`src/rtl/nand_share_if.sv`:
```
// Requester-side bus of the shared NAND arbiter: request/operand lines in,
// grant and response lines out.
interface nand_share_if #(
    parameter int N   = 4,
    parameter int IDW = 2
);
    logic [N-1:0]   req;
    logic [N-1:0]   op_a;
    logic [N-1:0]   op_b;
    logic [N-1:0]   gnt;
    logic           rsp_valid;
    logic [IDW-1:0] rsp_id;
    logic           rsp_y;
    logic           rsp_err;
    logic [7:0]     err_cnt;
    logic           busy;

    modport master (
        output req, op_a, op_b,
        input  gnt, rsp_valid, rsp_id, rsp_y, rsp_err, err_cnt, busy
    );

    modport slave (
        input  req, op_a, op_b,
        output gnt, rsp_valid, rsp_id, rsp_y, rsp_err, err_cnt, busy
    );
endinterface

```
`src/rtl/nand_share_arbiter.sv`:
```
// Round-robin arbiter sharing one external NAND gate among N requesters;
// drives registered operands, waits SETTLE cycles, returns and checks gate_y.
module nand_share_arbiter #(
    parameter int N      = 4,
    parameter int SETTLE = 1,
    parameter int IDW    = 2
) (
    input  logic         clk,
    input  logic         rst,
    nand_share_if.slave  bus,
    output logic         gate_a,
    output logic         gate_b,
    input  logic         gate_y
);
    typedef enum logic {S_IDLE, S_SETTLE} state_t;

    state_t         state_q, state_d;
    logic [IDW-1:0] ptr_q, ptr_d;
    logic [IDW-1:0] id_q, id_d;
    logic [3:0]     cnt_q, cnt_d;
    logic [N-1:0]   gnt_q, gnt_d;
    logic           ga_q, ga_d, gb_q, gb_d;
    logic           rv_q, rv_d, ry_q, ry_d, re_q, re_d;
    logic [IDW-1:0] rid_q, rid_d;
    logic [7:0]     ec_q, ec_d;

    logic [IDW-1:0] win;
    logic           win_vld;
    logic [IDW:0]   sum;
    logic [IDW:0]   nxt;

    // First set request bit at or above the pointer, wrapping N-1 -> 0.
    always_comb begin
        win     = '0;
        win_vld = 1'b0;
        sum     = '0;
        for (int k = 0; k < N; k++) begin
            sum = {1'b0, ptr_q} + (IDW+1)'(k);
            if (sum >= (IDW+1)'(N))
                sum = sum - (IDW+1)'(N);
            if (!win_vld && bus.req[sum[IDW-1:0]]) begin
                win_vld = 1'b1;
                win     = sum[IDW-1:0];
            end
        end
    end

    always_comb begin
        nxt = {1'b0, win} + (IDW+1)'(1);
        if (nxt == (IDW+1)'(N))
            nxt = '0;
    end

    always_comb begin
        state_d = state_q;
        ptr_d   = ptr_q;
        id_d    = id_q;
        cnt_d   = cnt_q;
        gnt_d   = '0;
        ga_d    = ga_q;
        gb_d    = gb_q;
        rv_d    = 1'b0;
        re_d    = 1'b0;
        ry_d    = ry_q;
        rid_d   = rid_q;
        ec_d    = ec_q;
        case (state_q)
            S_IDLE: begin
                if (win_vld) begin
                    gnt_d[win] = 1'b1;
                    ga_d       = bus.op_a[win];
                    gb_d       = bus.op_b[win];
                    id_d       = win;
                    cnt_d      = 4'(SETTLE - 1);
                    ptr_d      = nxt[IDW-1:0];
                    state_d    = S_SETTLE;
                end
            end
            S_SETTLE: begin
                if (cnt_q != 4'd0) begin
                    cnt_d = cnt_q - 4'd1;
                end else begin
                    // gate_y is only looked at on this final settle edge.
                    ry_d    = gate_y;
                    rid_d   = id_q;
                    rv_d    = 1'b1;
                    re_d    = (gate_y == (ga_q & gb_q));
                    if (re_d && ec_q != 8'hFF)
                        ec_d = ec_q + 8'd1;
                    state_d = S_IDLE;
                end
            end
            default: state_d = S_IDLE;
        endcase
    end

    always_ff @(posedge clk) begin
        if (rst) begin
            state_q <= S_IDLE;
            ptr_q   <= '0;
            id_q    <= '0;
            cnt_q   <= '0;
            gnt_q   <= '0;
            ga_q    <= 1'b0;
            gb_q    <= 1'b0;
            rv_q    <= 1'b0;
            ry_q    <= 1'b0;
            re_q    <= 1'b0;
            rid_q   <= '0;
            ec_q    <= '0;
        end else begin
            state_q <= state_d;
            ptr_q   <= ptr_d;
            id_q    <= id_d;
            cnt_q   <= cnt_d;
            gnt_q   <= gnt_d;
            ga_q    <= ga_d;
            gb_q    <= gb_d;
            rv_q    <= rv_d;
            ry_q    <= ry_d;
            re_q    <= re_d;
            rid_q   <= rid_d;
            ec_q    <= ec_d;
        end
    end

    assign bus.gnt       = gnt_q;
    assign bus.rsp_valid = rv_q;
    assign bus.rsp_id    = rid_q;
    assign bus.rsp_y     = ry_q;
    assign bus.rsp_err   = re_q;
    assign bus.err_cnt   = ec_q;
    assign bus.busy      = (state_q != S_IDLE);
    assign gate_a        = ga_q;
    assign gate_b        = gb_q;
endmodule
```
`src/flat_wrapper.sv`:
```
// flat-port wrapper written by rule: the top's interface ports become plain ports
module nand_share_arbiter_flat 
#(
    parameter int N      = 4,
    parameter int SETTLE = 1,
    parameter int IDW    = 2
)
  (clk, rst, gate_a, gate_b, gate_y, bus_req, bus_op_a, bus_op_b, bus_gnt, bus_rsp_valid, bus_rsp_id, bus_rsp_y, bus_rsp_err, bus_err_cnt, bus_busy);
  nand_share_if #(.N(N), .IDW(IDW)) bus_i ();
  input  logic clk;
  input  logic rst;
  output logic gate_a;
  output logic gate_b;
  input  logic gate_y;
  input wire logic [$bits(bus_i.req)-1:0] bus_req;
  input wire logic [$bits(bus_i.op_a)-1:0] bus_op_a;
  input wire logic [$bits(bus_i.op_b)-1:0] bus_op_b;
  output wire logic [$bits(bus_i.gnt)-1:0] bus_gnt;
  output wire logic [$bits(bus_i.rsp_valid)-1:0] bus_rsp_valid;
  output wire logic [$bits(bus_i.rsp_id)-1:0] bus_rsp_id;
  output wire logic [$bits(bus_i.rsp_y)-1:0] bus_rsp_y;
  output wire logic [$bits(bus_i.rsp_err)-1:0] bus_rsp_err;
  output wire logic [$bits(bus_i.err_cnt)-1:0] bus_err_cnt;
  output wire logic [$bits(bus_i.busy)-1:0] bus_busy;
  assign bus_i.req = bus_req;
  assign bus_i.op_a = bus_op_a;
  assign bus_i.op_b = bus_op_b;
  assign bus_gnt = bus_i.gnt;
  assign bus_rsp_valid = bus_i.rsp_valid;
  assign bus_rsp_id = bus_i.rsp_id;
  assign bus_rsp_y = bus_i.rsp_y;
  assign bus_rsp_err = bus_i.rsp_err;
  assign bus_err_cnt = bus_i.err_cnt;
  assign bus_busy = bus_i.busy;
  nand_share_arbiter #(.N(N), .SETTLE(SETTLE), .IDW(IDW)) u_core (.clk(clk), .rst(rst), .bus(bus_i), .gate_a(gate_a), .gate_b(gate_b), .gate_y(gate_y));
endmodule
```
`config.mk`:
```
export PLATFORM = sky130hd
export DESIGN_NAME = nand_share_arbiter_flat
export DESIGN_NICKNAME = d
export VERILOG_FILES = /design/src/rtl/nand_share_if.sv /design/src/rtl/nand_share_arbiter.sv /design/src/flat_wrapper.sv
export SDC_FILE = /design/constraint.sdc
export NUM_CORES = 1
export LEC_CHECK = 0
export ABC_AREA = 1
export CAP_MARGIN = 20
export CORE_AREA = 2 2 59 61
export DETAILED_ROUTE_END_ITERATION = 8
export DIE_AREA = 0 0 61 63
export DONT_BUFFER_PORTS = 1
export GPL_TIMING_DRIVEN = 0
export PLACE_DENSITY = 0.64
export REMOVE_ABC_BUFFERS = 1
export SYNTH_ARGS = -nofsm -noshare
export SYNTH_HDL_FRONTEND = slang
export SYNTH_SLANG_ARGS = --single-unit
```
`constraint.sdc`:
```
create_clock -name clk -period 2 [get_ports clk]
set_input_delay 0.1 -clock clk [delete_from_list [all_inputs] [get_ports clk]]
set_output_delay 0.1 -clock clk [all_outputs]
set_load 0.05 [all_outputs]
```
* Yosys cells after proc, flatten, opt, wreduce, memory -nomap -nowiden
Cells that the tools add are included.
Storage, ports and cells: bits in registers 28, output and inout port bits 20, word-level logic and storage cells 91
Operators by class: add/sub/neg operators 10, $lt $le $gt $ge 10, equality and inequality tests 5, multiplexer cells 34, bitwise logic cells 4, reduce and logical (&&, ||, !) cells 16
Operators by type and width (number):
- 2-bit 2-to-1 mux | 9
- 2-bit by 3-bit < comparator with 1-bit output, second input constant | 5
- 1-bit 2-to-1 mux | 14
- 1-bit binary-select mux with 2-bit select | 6
- 3-bit >= comparator, second input constant | 3
- 8-bit by 1-bit adder with 8-bit output, second input constant | 1
- 4-bit 2-to-1 mux | 2
- 8-bit inequality test, second input constant | 1
- 4-bit one-hot mux with 2 select lines | 1
- 2-bit by 1-bit subtractor with 2-bit output, second input constant | 4
- 2-bit by 1-bit adder with 3-bit output, second input constant | 2
- 2-bit by 2-bit adder with 3-bit output, second input constant | 2
- 2-bit AND reduction | 3
- 3-bit OR reduction | 2
- 1-bit logical AND | 5
- 4-bit nonzero test | 1
- 4-bit by 1-bit subtractor with 4-bit output, second input constant | 1
- 3-bit == test, second input constant | 1
- 2-bit by 3-bit >= comparator with 1-bit output, second input constant | 1
- 1-bit zero test | 3
- 1-bit NOT | 3
- 3-bit AND reduction | 1
- 1-bit demux with 2-bit select | 1
- 2-bit by 1-bit >= comparator with 1-bit output, second input constant | 1
- 6 further kinds | 6

* Logic depth before layout (Yosys ltp)
depth after elaboration 18, gate-level depth with buffers 14, gate-level depth less buffers 14

* Worst setup path after synthesis
OpenSTA, ideal clock, no wires.
path type register to register, start reg u_core.ec_q[1] (netlist: u_core.bus.err_cnt[1]), end reg u_core.ec_q[6] (netlist: u_core.bus.err_cnt[6]), data arrival time 1.808 ns, data required time 1.930 ns, slack 0.122 ns, stages on the path, launching flop included 10, buffers on the path 0, period minus slack after synthesis 1.878 ns, path through dfxtp_1 -> ha_1 -> inv_1 -> nor4_2 -> nand3_1 -> nand2_1 -> inv_1 -> nand3_1 -> nand2_1 -> a21oi_1
On the way: word-level cells in the longest chain between the ends 3, elaborated cells between the ends (all ways) 4, those cells by class add/sub: 1; eq/ne: 1; reduce/logical: 2
RTL lines:
- start: declaration | RTL line nand_share_arbiter.sv:25 | logic [7:0] ec_q, ec_d;
- start signal: assignment | RTL line nand_share_arbiter.sv:110 | ec_q <= '0;
- start signal: assignment | RTL line nand_share_arbiter.sv:123 | ec_q <= ec_d;
- branches (longest 3 deep; another with 8-bit by 1-bit adder with 8-bit output)
Parallel ways; which one is timed is not known. A chain may end at the register's enable or synchronous reset.

* Final worst setup path
start reg u_core.ptr_q[0], end reg u_core.ptr_q[1]
On the way: word-level cells in the longest chain between the ends 17, elaborated cells between the ends (all ways) 41, those cells by class add/sub: 8; order compare: 4; eq/ne: 1; mux: 21; reduce/logical: 7
RTL lines:
- start: declaration | RTL line nand_share_arbiter.sv:18 | logic [IDW-1:0] ptr_q, ptr_d;
- start signal: assignment | RTL line nand_share_arbiter.sv:113 | ptr_q <= ptr_d;
- branches (longest 13 deep; another with 2-bit by 1-bit adder with 3-bit output)
- 2-bit 2-to-1 mux (*) | RTL line nand_share_arbiter.sv:41 | if (!win_vld && bus.req[sum[IDW-1:0]]) begin
- via u_core.win[1] | RTL line nand_share_arbiter.sv:27 | logic [IDW-1:0] win;
- 2-bit by 1-bit adder with 3-bit output (*) | RTL line nand_share_arbiter.sv:49 | nxt = {1'b0, win} + (IDW+1)'(1);
- 3-bit == test | RTL line nand_share_arbiter.sv:50 | if (nxt == (IDW+1)'(N))
- 2-bit 2-to-1 mux (*) | RTL line nand_share_arbiter.sv:50
- via u_core.nxt[1] | RTL line nand_share_arbiter.sv:30 | logic [IDW:0] nxt;
Mark *: on every way through the listed nets, which the timed path passes. The select of a mux whose other input is x is not followed.

==> reports/results.ini <==
[sta]
rsz0062_at_grt=no
setup_ws_ns=0.150
finClkSkew_ns=0.00216
finalSetupViolCount=0
hold_slack_ns=0.102
max_freq_ghz=0.541
hold_viol_final=0
worst_pin_slew_ns=0.606
slew_headroom_pct=59.5
final-max-slew-violation-count=0
fin_crit_ns=1.85
post-route-period-util_pct=92.5

[global_route]
antenna_found_initial=0
grtUsageTotal_pct=18.1
overflow=0
grt_pass1_vias=1330
grt_max_degree=15
grt_pass1_wl_um=5490

[drt]
drt_iter0_markers=53
routedWlPerCell_um=11.0
vias=1419
wl_met3_um=140
route.antenna.remaining_nets=0
vias_per_cell=4.93
wirelength_um=3160
top_layer=met4
wl_met1_um=1490
met2_length_um=1510
drc=0
dr.pass1.iters=4

[status]
status=complete, no violations

[worst_setup_path]
worst_setup_path_end_kind=flip-flop
crit_fanout=5
cp.required_ns=2.26
arrival_ns=2.11
critPathKind=reg2reg
worstSetupStartpointType=flip-flop

[clocking]
clkLatencyLatePin_ns=0.31
h-tree-depth=1
cts.sinks=28
cts_tree=built
cts_root_buffer=clkbuf_4
clk_pin_slew_worst_paths_ns=0.14
clockBufferDepth=2
numCtsBuffers=3

[finish]
drive_above_1_share_pct=18.6
nets=265
fill_cells=338
areaGrowthSynthToFinish_pct=13.3
antenna_cells=0
fin_util_pct=54.9
fin_area_um2=1770

[die]
die_w_um=61
io_pins=35
die_h_um=63
fp-row-count=21
start_util_pct=48.5
fp.coreArea_um2=3230
die_area_um2=3840

[placement]
port_buffers=0
placedInstanceArea_um2=1590
gp_congestion=0.790
dp_hpwl_um=2240
dp_slack_ns=-0.304

[yosys]
ys_warn_count=0
yosys.area.top_type_share_pct=35.8
yosysTopAreaCell=dfxtp_1
synthTopCellsByArea=dfxtp_1, nand2_1, inv_1
synthesis.area_um2=1570
synth_cells=235
avgSynthCellArea_um2=6.67
ys_ff_latch=28
ys_seq_area_share_pct=35.8
ys_types=26

[worst_hold_path]
min_path_type=in2reg

[power_and_ir_drop]
power_density_nw_per_um2=1650
total_power_mw=2.92
vdd_drop_max_mv=0.940
leakagePower_nw=0.845

[run]
maxCapViolCount=0

-- report_power, final --
part | switching [mW] | internal (mW) | total (mW)
sequential | 0.394 | 0.705 | 1.10
clock | 0.150 | 0.0704 | 0.220
combinational | 0.999 | 0.601 | 1.60
-- layout make-up --
cell class,instances,area [um^2],area share [%]
well taps,46,57.6,3.24
multi-input cells,161,882,49.7
inverters,42,163,9.17
flip-flops and latches,28,581,32.7
clock buffers,3,22.5,1.27
repair buffers,8,68.8,3.88
-- registers in the layout, summed over array words and instances, names as in the netlist --
| register | flops |
|---|---|
| u_core.cnt_q | 4 |
| u_core.bus.rsp_err | 1 |
| u_core.bus.busy | 1 |
| u_core.id_q | 2 |
| u_core.bus.rsp_valid | 1 |
| u_core.ptr_q | 2 |
| u_core.gate_b | 1 |
| u_core.bus.err_cnt | 8 |
| u_core.gate_a | 1 |
| u_core.bus.rsp_y | 1 |
| u_core.bus.gnt | 4 |
| u_core.bus.rsp_id | 2 |
-- path summary, 6_finish.rpt --
kind | startpoint | to | slack (ns) | cells after the start
setup / recovery | u_core.ptr_q[0]$_SDFFE_PP0P_ | u_core.ptr_q[1]$_SDFFE_PP0P_ | 0.15 | 13
hold / removal | bus_op_a[2] | u_core.gate_a$_SDFFE_PP0P_ | 0.10 | 6
hold reg to reg | u_core.cnt_q[0]$_SDFFE_PP0P_ | u_core.cnt_q[0]$_SDFFE_PP0P_ | 0.49 | 1
setup reg to reg | u_core.ptr_q[0]$_SDFFE_PP0P_ | u_core.ptr_q[1]$_SDFFE_PP0P_ | 0.15 | 13
-- per-layer routing --
metal / up-vias / global-route usage, %
met1: 640 / 23.1
met4: 0 / 4.08
met2: 20 / 30.2
met3: 2 / 4.35
met5: - / 0
li1: 757 / -
-- worst max-delay path, stage by stage, from the launching register on --
cell     delay (ns)
dfxtp_4        0.40
buf_4          0.16
buf_4          0.14
nand2_1        0.05
nand2_1        0.06
nand2_2        0.07
nand2_2        0.06
nor2_4         0.14
nand4_1        0.13
nand2_2        0.10
inv_2          0.06
ha_4           0.26
o21ai_2        0.05
a21oi_1        0.12
-- per-stage QoR --
stage	std cells	TNS [ns]
2_1_floorplan	231	0
3_3_place_gp	277	-0.555
3_5_place_dp	277	-0.658
4_1_cts	287	0
5_1_grt	288	0
6_report	288	0
-- cells by family (layout without fill, tap and decap cells) --
family | count (synthesis) | count (layout) | share of synthesized area [%]
buf+inv | 46 | 53 | 12.0
fa+ha+maj | 6 | 6 | 4.79
xor+xnor | 3 | 3 | 1.68
simple gates | 124 | 124 | 36.6
compound gates | 28 | 28 | 9.19
flops | 28 | 28 | 35.8
-- cells in the final DEF (no fill, tap or decap), types with 2 or more instances in the layout --
cell type / synthesis / final
inv_2: 5 / 3
nor2_1: 19 / 18
o21ai_0: 7 / 6
inv_4: 0 / 2
dfxtp_4: 0 / 3
nand3_1: 20 / 18
nand2_1: 64 / 61
nor3_1: 4 / 3
xor2_1: 2 / 2
a21oi_1: 16 / 16
o21ai_1: 3 / 3
dfxtp_1: 28 / 18
dlygate4sd3_1: 0 / 2
inv_1: 37 / 37
nor2_2: 1 / 2
nand3_4: 1 / 2
nand3_2: 1 / 2
ha_1: 6 / 5
buf_4: 0 / 5
nand2_2: 5 / 8
nand4_1: 5 / 5
clkbuf_4: 0 / 3
dfxtp_2: 0 / 7
-- Yosys cell counts --
cell type	number
nand3_1	20
inv_2	5
nand4_1	5
nor2_1	19
buf_6	2
nand2_2	5
o21a_1	1
nor4_2	1
nor2_4	1
ha_1	6
nand2_4	1
xnor2_1	1
a21oi_1	16
nor3_1	4
o22ai_1	1
dfxtp_1	28
nand2_1	64
o21ai_1	3
clkbuf_1	2
o21ai_0	7
nand3_2	1
inv_1	37
nor2_2	1
xor2_1	2
nand3_4	1
nor3_2	1
-- timing repair --
action                                  CTS  global route
hold buffers                              2             0
gates resized for setup                   9            22
pin swaps                                 3             4
hold endpoints to repair                 14             0
endpoints found under the setup margin   12            11
buffers inserted                          5             1
Power figures use the tool's default switching activity.
